**src/rtl/fetch_pkg.sv**
```systemverilog
`default_nettype none
// ============================================================================
//  Module      : fetch_pkg
//  Description : Shared constants, IF/ID record type and the fetch address
//                range helper for the instruction-fetch stage.
//  Revision    : 1.0 - initial release
// ============================================================================
package fetch_pkg;

    // Bubble encoding: addi x0, x0, 0
    localparam logic [31:0] NOP_INSTR          = 32'h0000_0013;
    localparam logic [31:0] DEFAULT_RESET_PC   = 32'h0000_0000;
    localparam int unsigned DEFAULT_IMEM_BYTES = 8192;

    // Contents of the IF/ID pipeline register
    typedef struct packed {
        logic        valid;
        logic [31:0] pc;
        logic [31:0] instr;
        logic        fault;
    } if_id_t;

    // True when the byte address falls inside a ROM of the given size.
    // Alignment is checked separately by the caller.
    function automatic logic in_range(input logic [31:0] addr, input logic [31:0] bytes);
        return (addr < bytes);
    endfunction

endpackage
`default_nettype wire

```
**src/rtl/fetch_stage_if.sv**
```systemverilog
`default_nettype none
// ============================================================================
//  Module      : fetch_stage_if
//  Description : Bundle of the ROM bus, pipeline control and IF/ID outputs
//                of the fetch stage. master = fetch stage side.
//  Revision    : 1.0 - initial release
// ============================================================================
interface fetch_stage_if;

    logic [31:0] o_imem_addr;
    logic [31:0] i_imem_rdata;
    logic        i_stall;
    logic        i_redirect_valid;
    logic [31:0] i_redirect_pc;
    logic        o_id_valid;
    logic [31:0] o_id_pc;
    logic [31:0] o_id_instr;
    logic        o_id_fault;
    logic [31:0] o_fetch_count;

    modport master (
        output o_imem_addr,
        input  i_imem_rdata,
        input  i_stall,
        input  i_redirect_valid,
        input  i_redirect_pc,
        output o_id_valid,
        output o_id_pc,
        output o_id_instr,
        output o_id_fault,
        output o_fetch_count
    );

    modport slave (
        input  o_imem_addr,
        output i_imem_rdata,
        output i_stall,
        output i_redirect_valid,
        output i_redirect_pc,
        input  o_id_valid,
        input  o_id_pc,
        input  o_id_instr,
        input  o_id_fault,
        input  o_fetch_count
    );

endinterface
`default_nettype wire

```
**src/rtl/fetch_stage_if_id_reg.sv**
```systemverilog
`default_nettype none
// ============================================================================
//  Module      : if_id_reg
//  Description : IF/ID pipeline register with load / hold / bubble control.
//                A bubble clears valid, instr and fault but keeps the pc
//                field so the last delivered PC stays visible downstream.
//  Revision    : 1.0 - initial release
// ============================================================================
module if_id_reg
    import fetch_pkg::*;
(
    input  wire logic   i_clk,
    input  wire logic   i_reset,
    input  wire logic   i_load,
    input  wire logic   i_bubble,
    input  wire if_id_t i_data,
    output if_id_t      o_data
);

    if_id_t data_q;
    if_id_t data_d;

    // Select next contents: bubble beats load, otherwise hold
    always_comb begin
        data_d = data_q;
        if (i_bubble) begin
            data_d.valid = 1'b0;
            data_d.instr = NOP_INSTR;
            data_d.fault = 1'b0;
        end else if (i_load) begin
            data_d = i_data;
        end
    end

    // Register with synchronous reset to an all-bubble record at pc 0
    always_ff @(posedge i_clk) begin
        if (i_reset) begin
            data_q <= '{valid: 1'b0, pc: 32'h0, instr: NOP_INSTR, fault: 1'b0};
        end else begin
            data_q <= data_d;
        end
    end

    assign o_data = data_q;

endmodule
`default_nettype wire

```
**src/rtl/fetch_stage.sv**
```systemverilog
`default_nettype none
// ============================================================================
//  Module      : fetch_stage
//  Description : Instruction-fetch stage. Owns the PC, addresses the ROM
//                combinationally from the PC register, and captures the
//                returned word (or a faulting NOP) into IF/ID. Handles
//                stall, redirect and out-of-range / misaligned fetches.
//  Revision    : 1.0 - initial release
// ============================================================================
module fetch_stage
    import fetch_pkg::*;
#(
    parameter logic [31:0] RESET_PC   = DEFAULT_RESET_PC,
    parameter int unsigned IMEM_BYTES = DEFAULT_IMEM_BYTES
) (
    input  wire logic     i_clk,
    input  wire logic     i_reset,
    fetch_stage_if.master bus
);

    localparam logic [31:0] C_IMEM_BYTES = IMEM_BYTES[31:0];

    logic [31:0] pc_q;
    logic [31:0] pc_d;
    logic [31:0] fetch_count_q;
    logic [31:0] fetch_count_d;
    logic        w_load;
    logic        w_bubble;
    logic        w_fetch_ok;
    if_id_t      w_fetch;
    if_id_t      w_if_id;

    // Word at pc_q is usable only if it lies inside the ROM and is aligned;
    // anything else becomes a faulting NOP so decode never sees ROM garbage.
    always_comb begin
        w_fetch_ok    = in_range(pc_q, C_IMEM_BYTES) && (pc_q[1:0] == 2'b00);
        w_fetch.valid = 1'b1;
        w_fetch.pc    = pc_q;
        w_fetch.instr = w_fetch_ok ? bus.i_imem_rdata : NOP_INSTR;
        w_fetch.fault = ~w_fetch_ok;
    end

    // PC / counter next state and IF/ID control: redirect > stall > advance
    always_comb begin
        pc_d          = pc_q;
        fetch_count_d = fetch_count_q;
        w_load        = 1'b0;
        w_bubble      = 1'b0;
        if (bus.i_redirect_valid) begin
            pc_d     = bus.i_redirect_pc;
            w_bubble = 1'b1;
        end else if (!bus.i_stall) begin
            pc_d          = pc_q + 32'd4;
            fetch_count_d = fetch_count_q + 32'd1;
            w_load        = 1'b1;
        end
    end

    // PC and delivered-instruction counter
    always_ff @(posedge i_clk) begin
        if (i_reset) begin
            pc_q          <= RESET_PC;
            fetch_count_q <= 32'h0;
        end else begin
            pc_q          <= pc_d;
            fetch_count_q <= fetch_count_d;
        end
    end

    if_id_reg u_if_id_reg (
        .i_clk    (i_clk),
        .i_reset  (i_reset),
        .i_load   (w_load),
        .i_bubble (w_bubble),
        .i_data   (w_fetch),
        .o_data   (w_if_id)
    );

    assign bus.o_imem_addr   = pc_q;
    assign bus.o_id_valid    = w_if_id.valid;
    assign bus.o_id_pc       = w_if_id.pc;
    assign bus.o_id_instr    = w_if_id.instr;
    assign bus.o_id_fault    = w_if_id.fault;
    assign bus.o_fetch_count = fetch_count_q;

endmodule
`default_nettype wire

```
**src/flat_wrapper.sv**
```systemverilog
// flat-port wrapper written by rule: the top's interface ports become plain ports
module fetch_stage_flat import fetch_pkg::*;
#(
    parameter logic [31:0] RESET_PC   = DEFAULT_RESET_PC,
    parameter int unsigned IMEM_BYTES = DEFAULT_IMEM_BYTES
)
  (i_clk, i_reset, bus_o_imem_addr, bus_i_imem_rdata, bus_i_stall, bus_i_redirect_valid, bus_i_redirect_pc, bus_o_id_valid, bus_o_id_pc, bus_o_id_instr, bus_o_id_fault, bus_o_fetch_count);
  fetch_stage_if bus_i ();
  input  wire logic i_clk;
  input  wire logic i_reset;
  output wire logic [$bits(bus_i.o_imem_addr)-1:0] bus_o_imem_addr;
  input wire logic [$bits(bus_i.i_imem_rdata)-1:0] bus_i_imem_rdata;
  input wire logic [$bits(bus_i.i_stall)-1:0] bus_i_stall;
  input wire logic [$bits(bus_i.i_redirect_valid)-1:0] bus_i_redirect_valid;
  input wire logic [$bits(bus_i.i_redirect_pc)-1:0] bus_i_redirect_pc;
  output wire logic [$bits(bus_i.o_id_valid)-1:0] bus_o_id_valid;
  output wire logic [$bits(bus_i.o_id_pc)-1:0] bus_o_id_pc;
  output wire logic [$bits(bus_i.o_id_instr)-1:0] bus_o_id_instr;
  output wire logic [$bits(bus_i.o_id_fault)-1:0] bus_o_id_fault;
  output wire logic [$bits(bus_i.o_fetch_count)-1:0] bus_o_fetch_count;
  assign bus_o_imem_addr = bus_i.o_imem_addr;
  assign bus_i.i_imem_rdata = bus_i_imem_rdata;
  assign bus_i.i_stall = bus_i_stall;
  assign bus_i.i_redirect_valid = bus_i_redirect_valid;
  assign bus_i.i_redirect_pc = bus_i_redirect_pc;
  assign bus_o_id_valid = bus_i.o_id_valid;
  assign bus_o_id_pc = bus_i.o_id_pc;
  assign bus_o_id_instr = bus_i.o_id_instr;
  assign bus_o_id_fault = bus_i.o_id_fault;
  assign bus_o_fetch_count = bus_i.o_fetch_count;
  fetch_stage #(.RESET_PC(RESET_PC), .IMEM_BYTES(IMEM_BYTES)) u_core (.i_clk(i_clk), .i_reset(i_reset), .bus(bus_i));
endmodule
```
**config.mk**
```make
export PLATFORM = sky130hd
export DESIGN_NAME = fetch_stage_flat
export DESIGN_NICKNAME = d
export VERILOG_FILES = /design/src/rtl/fetch_pkg.sv /design/src/rtl/fetch_stage_if.sv /design/src/rtl/fetch_stage_if_id_reg.sv /design/src/rtl/fetch_stage.sv /design/src/flat_wrapper.sv
export SDC_FILE = /design/constraint.sdc
export NUM_CORES = 1
export LEC_CHECK = 0
export CAP_MARGIN = 20
export CORE_ASPECT_RATIO = 0.7
export CORE_UTILIZATION = 51
export DETAILED_ROUTE_END_ITERATION = 12
export PLACE_DENSITY = 0.93
export SKIP_CTS_REPAIR_TIMING = 1
export SLEW_MARGIN = 15
export SYNTH_ARGS = -nofsm -noshare
export SYNTH_HDL_FRONTEND = slang
export SYNTH_HIERARCHICAL = 1
export SYNTH_SLANG_ARGS = --single-unit
```
**constraint.sdc**
```tcl
create_clock -name i_clk -period 3.07 [get_ports i_clk]
set_input_delay 0.307 -clock i_clk [delete_from_list [all_inputs] [get_ports i_clk]]
set_output_delay 0.307 -clock i_clk [all_outputs]
set_load 0.01 [all_outputs]
```
Word level (Yosys, flattened, before mapping)
Cells that the tools add are included.

operators by class
  add/sub/neg operators = 2
  magnitude comparators = 1
  eq/ne operators = 1
  multiplexer cells = 6
  bitwise gates (word level) = 4
  reductions and logical operators = 5

operators with widths
  kind                     number
  $mux W32                 3
  $add A32 B1 Y32 const B  1
  $add A32 B3 Y32 const B  1
  $lt A32 B14 Y1 const B   1
  $not A1 Y1               4
  $reduce_and A2 Y1        2
  $mux W1                  3
  $logic_not A2 Y1         1
  $ne A2 B1 Y1 const B     1
  $reduce_or A2 Y1         1
  $logic_and A1 B1 Y1      1

storage, ports and cells
  flip-flop bits (word level) = 130
  input bits = 68
  output and inout port bits = 130
  word-level logic and storage cells = 25

Longest topological paths before layout
Gate-level depths: netlist (run 1).

  word-level depth = 3
  gate-level depth with buffers = 8
  depth with buffers taken out = 6

Hierarchy
The synthesis (run 1) kept the hierarchy.

by module, submodules not included
  module       times used  cells an instance  area an instance (um2)  seq. area each (um2)
  fetch_stage  1           471                3831.2                  1281.2
  if_id_reg    1           257                2697.6                  1321.3

Worst setup path before layout (run 1)
No wires, ideal clock.

  kind = register -> register
  from = reg u_core.fetch_count_q[0], in the netlist u_core/bus.o_fetch_count[0]
  to = reg u_core.fetch_count_q[22], in the netlist u_core/bus.o_fetch_count[22]
  setup time = 0.121 ns
  arrival time = 1.779 ns
  data required time = 2.949 ns
  setup slack = 1.171 ns
  stages on the path, launching flop included = 7
  path buffers = 1
  period minus slack after synthesis = 1.899 ns
  path through = dfxtp_1 -> ha_1 -> nor3b_2 -> nand2_1 -> clkbuf_1 -> nor4_1 -> mux2_2

between the ends
  word-level cells in the longest chain between the ends = 1

ends and longest elaborated chain
  what                    RTL line           RTL
  start, declared         fetch_stage.sv:25  logic [31:0] fetch_count_q;
  start signal, assigned  fetch_stage.sv:66  fetch_count_q <= fetch_count_d;
  $add A32 B1 Y32         fetch_stage.sv:54  fetch_count_d = fetch_count_q + 32'd1;

No other way between the ends.
A chain may end at the register's enable or synchronous reset.

Worst setup path in the final report (run 1)
  from = reg u_core.pc_q[4], in the netlist u_core/bus.o_imem_addr[4]
  to = reg u_core.pc_q[27], in the netlist u_core/bus.o_imem_addr[27]

between the ends
  word-level cells in the longest chain between the ends = 3

ends and longest elaborated chain
  what                    RTL line           RTL
  start, declared         fetch_stage.sv:23  logic [31:0] pc_q;
  start signal, assigned  fetch_stage.sv:65  pc_q <= pc_d;
  $add A32 B3 Y32         fetch_stage.sv:53  pc_d = pc_q + 32'd4;
  $mux W32                fetch_stage.sv:52  end else if (!bus.i_stall) begin
  $mux W32                fetch_stage.sv:49  if (bus.i_redirect_valid) begin

No other way between the ends. The select of a mux whose other input is x is not followed.

==> tab_implementation.tex, run 1 <==
\begin{tabular}{lr}
\hline
Metric & Value \\
\hline
\multicolumn{2}{l}{\textbf{Synth}} \\
\quad Post-synthesis cell area & 6530 µm² \\
\quad Post-synth cell types & 49 \\
\quad Net count after synthesis & 798 \\
\quad Fraction of the yosys area taken by sequential cells & 39.9\% \\
\quad Yosys warning total & 6 \\
\quad Syn Inst Count & 728 \\
\quad Synthesized area per cell & 8.97 µm² \\
\quad Number of enable-type register cells in the synthesized netlist & 0 \\
\quad Most used flip-flop cell after synthesis & dfxtp\_1 \\
\quad Register bit count reported by yosys & 130 \\
\quad Synth async-reset ratio & 0\% \\
\multicolumn{2}{l}{\textbf{Critical path}} \\
\quad Max incr delay on CP & 0.62 ns \\
\quad Data arrival time of the worst path & 2.69 ns \\
\quad Number of cells on the worst reg-to-reg path & 5 \\
\quad Cell with the largest stage delay on the worst path & or3\_1 \\
\quad CP Max Fanout & 16 \\
\quad Worst setup path category & reg -> reg \\
\quad Worst EP required & 3.37 ns \\
\quad Critical path cell sequence & nand4\_2 -> buf\_4 -> or3\_1 -> or4\_1 -> a311oi\_1 \\
\quad Category of the worst setup path capture point & flip-flop \\
\quad Count of buffer and inverter cells on the critical path & 1 \\
\quad Top cell family by delay on the critical path & simple AND/OR/NAND/NOR gates \\
\quad Type of element launching the critical path & flip-flop \\
\quad Count of cell instances traversed by the critical path & 5 \\
\quad Register-to-register setup slack & 0.69 ns \\
\multicolumn{2}{l}{\textbf{Layout}} \\
\quad Share of final-layout standard cells stronger than drive strength 1 & 6.79\% \\
\quad Design area & 8910 µm² \\
\quad Area added between synthesis and finish & 36.5\% \\
\quad Fin cells & 1046 \\
\quad Most frequent standard cell in the layout excluding fill and tap cells & clkdlybuf4s50\_1 \\
\quad Most used cells in the layout excluding fill and tap cells & clkdlybuf4s50\_1, dfxtp\_1, nor2\_1, mux2i\_1, nand2b\_1 \\
\quad Post-layout util & 71.5\% \\
\quad Final nets & 941 \\
\quad Antenna Cells & 0 \\
\multicolumn{2}{l}{\textbf{Min path}} \\
\quad Worst hold path type & in -> reg \\
\quad Worst Hold Depth & 3 \\
\multicolumn{2}{l}{\textbf{Power}} \\
\quad Power density over the cells & 489 nW/µm² \\
\quad Maximum resistive drop on vdd & 400 µV \\
\quad Standby leakage power & 3.02 nW \\
\quad Total power of the final layout & 4.36 mW \\
\multicolumn{2}{l}{\textbf{STA}} \\
\quad Worst Clk Skew & 0.00984 ns \\
\quad Final critical delay including setup and external delays & 2.38 ns \\
\quad Maximum frequency from static timing analysis & 420 MHz \\
\quad Unrepaired setup endpoints after global routing & false \\
\quad Final Hold Violating Endpoints & 0 \\
\quad Slew @ Worst Pin & 0.825 ns \\
\quad Total of endpoints with negative setup slack in the final report & 0 \\
\quad Final-report max-slew violation count & 0 \\
\quad Worst hold slack & 0.275 ns \\
\quad Fin crit share & 77.6\% \\
\quad Slew HR & 44.5\% \\
\quad Setup\_tns & 0 ns \\
\quad Min setup slack post-route & 0.687 ns \\
\multicolumn{2}{l}{\textbf{Place}} \\
\quad Final HPWL from detailed placement & 12400 µm \\
\quad Worst Setup Slack post-DPL & 0.567 ns \\
\quad Cell count after placement & 1014 \\
\quad Quantity of I/O buffers inserted on ports & 197 \\
\quad Final RePlAce weighted congestion & 0.865 \\
\quad Placed Area & 8280 µm² \\
\multicolumn{2}{l}{\textbf{Drt}} \\
\quad DRT iter0 DRCs & 501 \\
\quad DRT Pass-1 Iters & 5 \\
\quad Final wirelength & 18000 µm \\
\quad Via count of the routed design & 6036 \\
\quad Post-detailed-route DRC marker count & 0 \\
\quad Final ANT Viol Nets & 0 \\
\quad Average wire per standard cell & 17.2 µm \\
\quad Post-DR vias/cell & 5.77 \\
\multicolumn{2}{l}{\textbf{Global route}} \\
\quad GR met3 Demand/Resource & 5.82\% \\
\quad Vias in the first global route & 5446 \\
\quad Busiest layer in global routing & met2 \\
\quad Wire length of the first global-routing pass & 28200 µm \\
\quad Met1 Usage GRT & 38.1\% \\
\quad Routing usage on met2 & 40.0\% \\
\quad Total global routing overflow & 0 \\
\quad Initial antenna violation count & 0 \\
\quad Maximum number of pins on one net before global-route repair & 67 \\
\quad Overall routing resource usage & 27.1\% \\
\multicolumn{2}{l}{\textbf{Floorplan}} \\
\quad Total die area & 13300 µm² \\
\quad Io pins & 198 \\
\quad Initial standard-cell utilization of the core & 52.4\% \\
\quad Std-Cell Core Area & 12500 µm² \\
\quad Number of rows in the core area & 34 \\
\quad Vertical die dimension & 96.7 µm \\
\quad X dimension of the die & 137 µm \\
\multicolumn{2}{l}{\textbf{Run status}} \\
\quad Run status & completed \\
\multicolumn{2}{l}{\textbf{Clocking}} \\
\quad H-Tree Depth & 4 \\
\quad Clock Tree Root & clkbuf\_16 \\
\quad TritonCTS Buffers & 17 \\
\quad Clock slew seen by the registers of the worst setup and hold paths & 0.06 ns \\
\quad TritonCTS clock tree & built \\
\quad Worst-Skew Late Latency & 0.41 ns \\
\quad Clock sink total & 130 \\
\quad Bufs on Longest Clock Path & 2 \\
\multicolumn{2}{l}{\textbf{Run}} \\
\quad Max capacitance violation total & 0 \\
\hline
\end{tabular}
worst paths after layout:
path / end / start
worst max-delay path: u_core/bus.o_imem_addr[27] / u_core/bus.o_imem_addr[4]
worst min-delay path: u_core/bus.o_imem_addr[2] / bus_i_redirect_valid
worst max register to register: u_core/bus.o_imem_addr[27] / u_core/bus.o_imem_addr[4]
worst min register to register: u_core/u_if_id_reg/o_data[62] / u_core/u_if_id_reg/o_data[62]
worst reg2reg max path, stage by stage (launching register included):
cell      delay [ns]
dfxtp_1         0.50
nand4_2         0.11
buf_4           0.21
or3_1           0.62
or4_1           0.55
a311oi_1        0.29
registers in the layout, summed over array words and instances, names as in the netlist:
signal	count
u_core/bus.o_fetch_count	32
u_core/bus.o_imem_addr	32
u_core/u_if_id_reg/o_data	66
kinds of logic after synthesis:
group	synth area share, %
adder cells (fa/ha/maj)	0.383
buffers and inverters	9.12
XOR/XNOR	2.95
flip-flops	39.9
AO/OA/AOI/OAI	11.5
other	0.0574
multiplexers	6.19
AND/OR/NAND/NOR	29.9
per-layer routing:
| metal | up-vias | routed length [µm] |
|---|---|---|
| met5 | - | 0 |
| met4 | 0 | 418 |
| met3 | 32 | 1420 |
| met2 | 274 | 8100 |
| met1 | 2855 | 8090 |
| li1 | 2875 | - |
where the power goes:
group | internal [mW] | switching (mW) | total, mW | leakage (nW)
combinational | 0.223 | 0.169 | 0.393 | 1.65
clock | 1.41 | 0.754 | 2.16 | 0.307
sequential | 1.73 | 0.0752 | 1.80 | 1.06
synthesized netlist by cell type (all sizes together) (19+ instances only):
library cell    n  area, µm²
nand2b         36        225
nand2          28        105
or4            21        158
a21oi          22        110
dfxtp         130       2600
and2           29        181
buf            52        408
nor2           73        274
mux2i          37        370
clkbuf         33        124
o21ai          40        200
nand4          19        131
o31ai          20        150
nand4bb        32        360
layout make-up:
| class | count | area, µm² |
|---|---|---|
| Clock inverter | 12 | 180 |
| Fill cell | 933 | 3550 |
| Tap cell | 162 | 203 |
| Sequential cell | 130 | 2600 |
| Timing Repair Buffer | 209 | 2070 |
| Clock buffer | 20 | 457 |
| Inverter | 17 | 63.8 |
| Multi-Input combinational cell | 496 | 3340 |
Power figures use the tool's default switching activity.
==> run 2: changes to the inputs <==
--- a/config.mk
+++ b/config.mk
@@ -7,9 +7,9 @@
 export LEC_CHECK = 0
 export CAP_MARGIN = 20
 export CORE_ASPECT_RATIO = 0.7
-export CORE_UTILIZATION = 51
+export CORE_UTILIZATION = 48
 export DETAILED_ROUTE_END_ITERATION = 12
-export PLACE_DENSITY = 0.93
+export PLACE_DENSITY = 0.89
 export SKIP_CTS_REPAIR_TIMING = 1
 export SLEW_MARGIN = 15
 export SYNTH_ARGS = -nofsm -noshare
==> constraint.sdc (replaced) <==
create_clock -name i_clk -period 2.3 [get_ports i_clk]
set_input_delay 0.23 -clock i_clk [delete_from_list [all_inputs] [get_ports i_clk]]
set_output_delay 0.23 -clock i_clk [all_outputs]
set_load 0.01 [all_outputs]
==> tab_implementation.tex, run 2 (same netlist as run 1, synthesis figures left out) <==
\begin{tabular}{lr}
\hline
Metric & Value \\
\hline
\multicolumn{2}{l}{\textbf{Run status}} \\
\quad Run status & completed (unchanged) \\
\multicolumn{2}{l}{\textbf{STA}} \\
\quad Unrepaired setup endpoints after global routing & false (unchanged) \\
\quad Final-report max-slew violation count & 0 (unchanged) \\
\quad Final Hold Violating Endpoints & 0 (unchanged) \\
\quad Fin crit share & 93.0\% (was 77.6\%) \\
\quad Final critical delay including setup and external delays & 2.14 ns (was 2.38 ns) \\
\quad Min setup slack post-route & 0.162 ns (was 0.687 ns) \\
\quad Slew HR & 56.7\% (was 44.5\%) \\
\quad Worst Clk Skew & 0.0103 ns (was 0.00984 ns) \\
\quad Total of endpoints with negative setup slack in the final report & 0 (unchanged) \\
\quad Slew @ Worst Pin & 0.649 ns (was 0.825 ns) \\
\quad Maximum frequency from static timing analysis & 468 MHz (was 420 MHz) \\
\multicolumn{2}{l}{\textbf{Run}} \\
\quad Max capacitance violation total & 0 (unchanged) \\
\multicolumn{2}{l}{\textbf{Clocking}} \\
\quad TritonCTS clock tree & built (unchanged) \\
\quad Clock Tree Root & clkbuf\_16 (unchanged) \\
\quad Clock slew seen by the registers of the worst setup and hold paths & 0.06 ns (about the same) \\
\quad H-Tree Depth & 4 (unchanged) \\
\quad Clock sink total & 130 (unchanged) \\
\quad Bufs on Longest Clock Path & 2 (unchanged) \\
\quad Worst-Skew Late Latency & 0.41 ns (about the same) \\
\quad TritonCTS Buffers & 17 (unchanged) \\
\multicolumn{2}{l}{\textbf{Power}} \\
\quad Combinational group share of total power & 10.4\% (was 9.0\%) \\
\quad Net switching share of the total power & 23.3\% (was 22.9\%) \\
\quad Power density over the cells & 631 nW/µm² (was 489 nW/µm²) \\
\quad Clock share of power & 48.6\% (was 49.6\%) \\
\quad Portion of total power attributed to sequential cells & 41.0\% (was 41.4\%) \\
\quad Maximum resistive drop on vdd & 531 µV (was 400 µV) \\
\quad Standby leakage power & 3.16 nW (was 3.02 nW) \\
\quad Power spent charging and discharging nets & 1.35 mW (was 998 µW) \\
\quad Total power of the final layout & 5.80 mW (was 4.36 mW) \\
\quad Internal portion of total power & 4.45 mW (was 3.36 mW) \\
\multicolumn{2}{l}{\textbf{Global route}} \\
\quad Maximum number of pins on one net before global-route repair & 55 (was 67) \\
\quad Initial antenna violation count & 0 (unchanged) \\
\quad Total global routing overflow & 0 (unchanged) \\
\quad Overall routing resource usage & 27.2\% (was 27.1\%) \\
\quad Wire length of the first global-routing pass & 29900 µm (was 28200 µm) \\
\quad Vias in the first global route & 5593 (was 5446) \\
\multicolumn{2}{l}{\textbf{Layout}} \\
\quad Most frequent standard cell in the layout excluding fill and tap cells & clkdlybuf4s50\_1 (unchanged) \\
\quad Final nets & 968 (was 941) \\
\quad Design area & 9200 µm² (was 8910 µm²) \\
\quad Antenna Cells & 0 (unchanged) \\
\quad Area added between synthesis and finish & 40.9\% (was 36.5\%) \\
\quad Number of fill cells & 1016 (was 933) \\
\quad Share of final-layout standard cells stronger than drive strength 1 & 9.66\% (was 6.79\%) \\
\quad Most used cells in the layout excluding fill and tap cells & clkdlybuf4s50\_1, dfxtp\_1, nor2\_1, mux2i\_1, nand2b\_1 (unchanged) \\
\quad Register area & 2600 µm² (unchanged) \\
\quad Max FFs per register & 66 (unchanged) \\
\quad Post-layout util & 69.5\% (was 71.5\%) \\
\quad Area occupied by multi-input gates & 3350 µm² (was 3340 µm²) \\
\multicolumn{2}{l}{\textbf{Drt}} \\
\quad Via count of the routed design & 6181 (was 6036) \\
\quad Post-detailed-route DRC marker count & 0 (unchanged) \\
\quad DRT iter0 DRCs & 602 (was 501) \\
\quad Average wire per standard cell & 17.5 µm (was 17.2 µm) \\
\quad Post-DR vias/cell & 5.64 (was 5.77) \\
\quad DRT Pass-1 Iters & 5 (unchanged) \\
\quad Final ANT Viol Nets & 0 (unchanged) \\
\quad Final wirelength & 19100 µm (was 18000 µm) \\
\multicolumn{2}{l}{\textbf{Critical path}} \\
\quad Max incr delay on CP & 0.55 ns (was 0.62 ns) \\
\quad Data arrival time of the worst path & 2.38 ns (was 2.69 ns) \\
\quad Worst r2r dst & u\_core/bus.o\_imem\_addr[28] (was u\_core/bus.o\_imem\_addr[27]) \\
\quad Cell with the largest stage delay on the worst path & a2111oi\_0 (was or3\_1) \\
\quad Number of cells on the worst reg-to-reg path & 4 (was 5) \\
\quad CP startpoint & u\_core/bus.o\_imem\_addr[8] (was u\_core/bus.o\_imem\_addr[4]) \\
\quad Critical path cell sequence & nand4\_2 -> nor4\_2 -> a211oi\_1 -> a2111oi\_0 (was nand4\_2 -> buf\_4 -> or3\_1 -> or4\_1 -> a311oi\_1) \\
\quad Worst setup path category & reg -> reg (unchanged) \\
\quad Register-to-register setup slack & 0.16 ns (was 0.69 ns) \\
\quad Last element of the critical path & u\_core/bus.o\_imem\_addr[28] (was u\_core/bus.o\_imem\_addr[27]) \\
\quad Category of the worst setup path capture point & flip-flop (unchanged) \\
\quad CP Max Fanout & 9 (was 16) \\
\quad Worst r2r src & u\_core/bus.o\_imem\_addr[8] (was u\_core/bus.o\_imem\_addr[4]) \\
\quad Type of element launching the critical path & flip-flop (unchanged) \\
\quad Worst EP required & 2.55 ns (was 3.37 ns) \\
\multicolumn{2}{l}{\textbf{Place}} \\
\quad Worst Setup Slack post-DPL & -0.0105 ns (was 0.567 ns) \\
\quad Final HPWL from detailed placement & 13200 µm (was 12400 µm) \\
\quad Quantity of I/O buffers inserted on ports & 197 (unchanged) \\
\quad Placed Area & 8570 µm² (was 8280 µm²) \\
\quad Final RePlAce weighted congestion & 0.833 (was 0.865) \\
\multicolumn{2}{l}{\textbf{Min path}} \\
\quad Worst hold path type & in -> reg (unchanged) \\
\multicolumn{2}{l}{\textbf{Floorplan}} \\
\quad Vertical die dimension & 99.6 µm (was 96.7 µm) \\
\quad Std-Cell Core Area & 13200 µm² (was 12500 µm²) \\
\quad X dimension of the die & 141 µm (was 137 µm) \\
\quad Number of rows in the core area & 35 (was 34) \\
\quad Total die area & 14100 µm² (was 13300 µm²) \\
\quad Initial standard-cell utilization of the core & 49.4\% (was 52.4\%) \\
\quad Io pins & 198 (unchanged) \\
\hline
\end{tabular}
## run 2: worst max-delay path, delay by kind of cell (launching register included)
| kind | cells | cell delay (ns) |
|---|---|---|
| and+or+nand+nor | 2 | 0.76 |
| AOI/OAI and AO/OA | 2 | 0.71 |
| DFF | 1 | 0.51 |
## run 2: cell type report
class / count / area share, %
inverter: 17 / 0.694
clock inverter: 14 / 2.05
timing repair buffer: 236 / 25.4
multi-input combinational: 496 / 36.4
clock buffer: 18 / 4.67
tap: 185 / 2.52
sequential: 130 / 28.3
## run 2: metal layers
metal,up-vias,global-route usage (%),share of wire [%]
li1,2947,-,-
met1,2908,37.8,47
met2,292,40.9,44
met3,34,6.26,7.2
met4,0,10.9,2.6
met5,-,0,0
## run 2: stage by stage
step           std cells  TNS [ns]  hold slack (ns)
6_report            1096         0            0.267
2_1_floorplan        728         0            0.373
3_3_place_gp        1064         0            0.452
5_1_grt             1096         0            0.297
4_1_cts             1096         0            0.258
3_5_place_dp        1064   -0.0205            0.452
## run 2: power by group through the flow
stage / sequential (mW) / clock [mW] / combinational (mW)
5_1_grt: 2.39 / 2.94 / 0.642
2_1_floorplan: 2.42 / 0 / 0.312
3_3_place_gp: 2.42 / 0 / 0.582
6_report: 2.38 / 2.82 / 0.603
4_1_cts: 2.38 / 2.86 / 0.598
3_5_place_dp: 2.42 / 0 / 0.592
## run 2: worst min path at each step
stage / start / endpoint / slack (ns) / cells after the start
2_1_floorplan: bus_i_redirect_pc[3] / u_core/bus.o_imem_addr[3] / 0.37 / 2
5_1_grt: i_reset / u_core/bus.o_imem_addr[1] / 0.30 / 2
3_5_place_dp: u_core/u_if_id_reg/o_data[54] / u_core/u_if_id_reg/o_data[54] / 0.45 / 2
6_report: bus_i_redirect_valid / u_core/bus.o_fetch_count[4] / 0.27 / 5
3_3_place_gp: u_core/u_if_id_reg/o_data[48] / u_core/u_if_id_reg/o_data[48] / 0.45 / 2
4_1_cts: bus_i_redirect_valid / u_core/bus.o_fetch_count[4] / 0.26 / 5
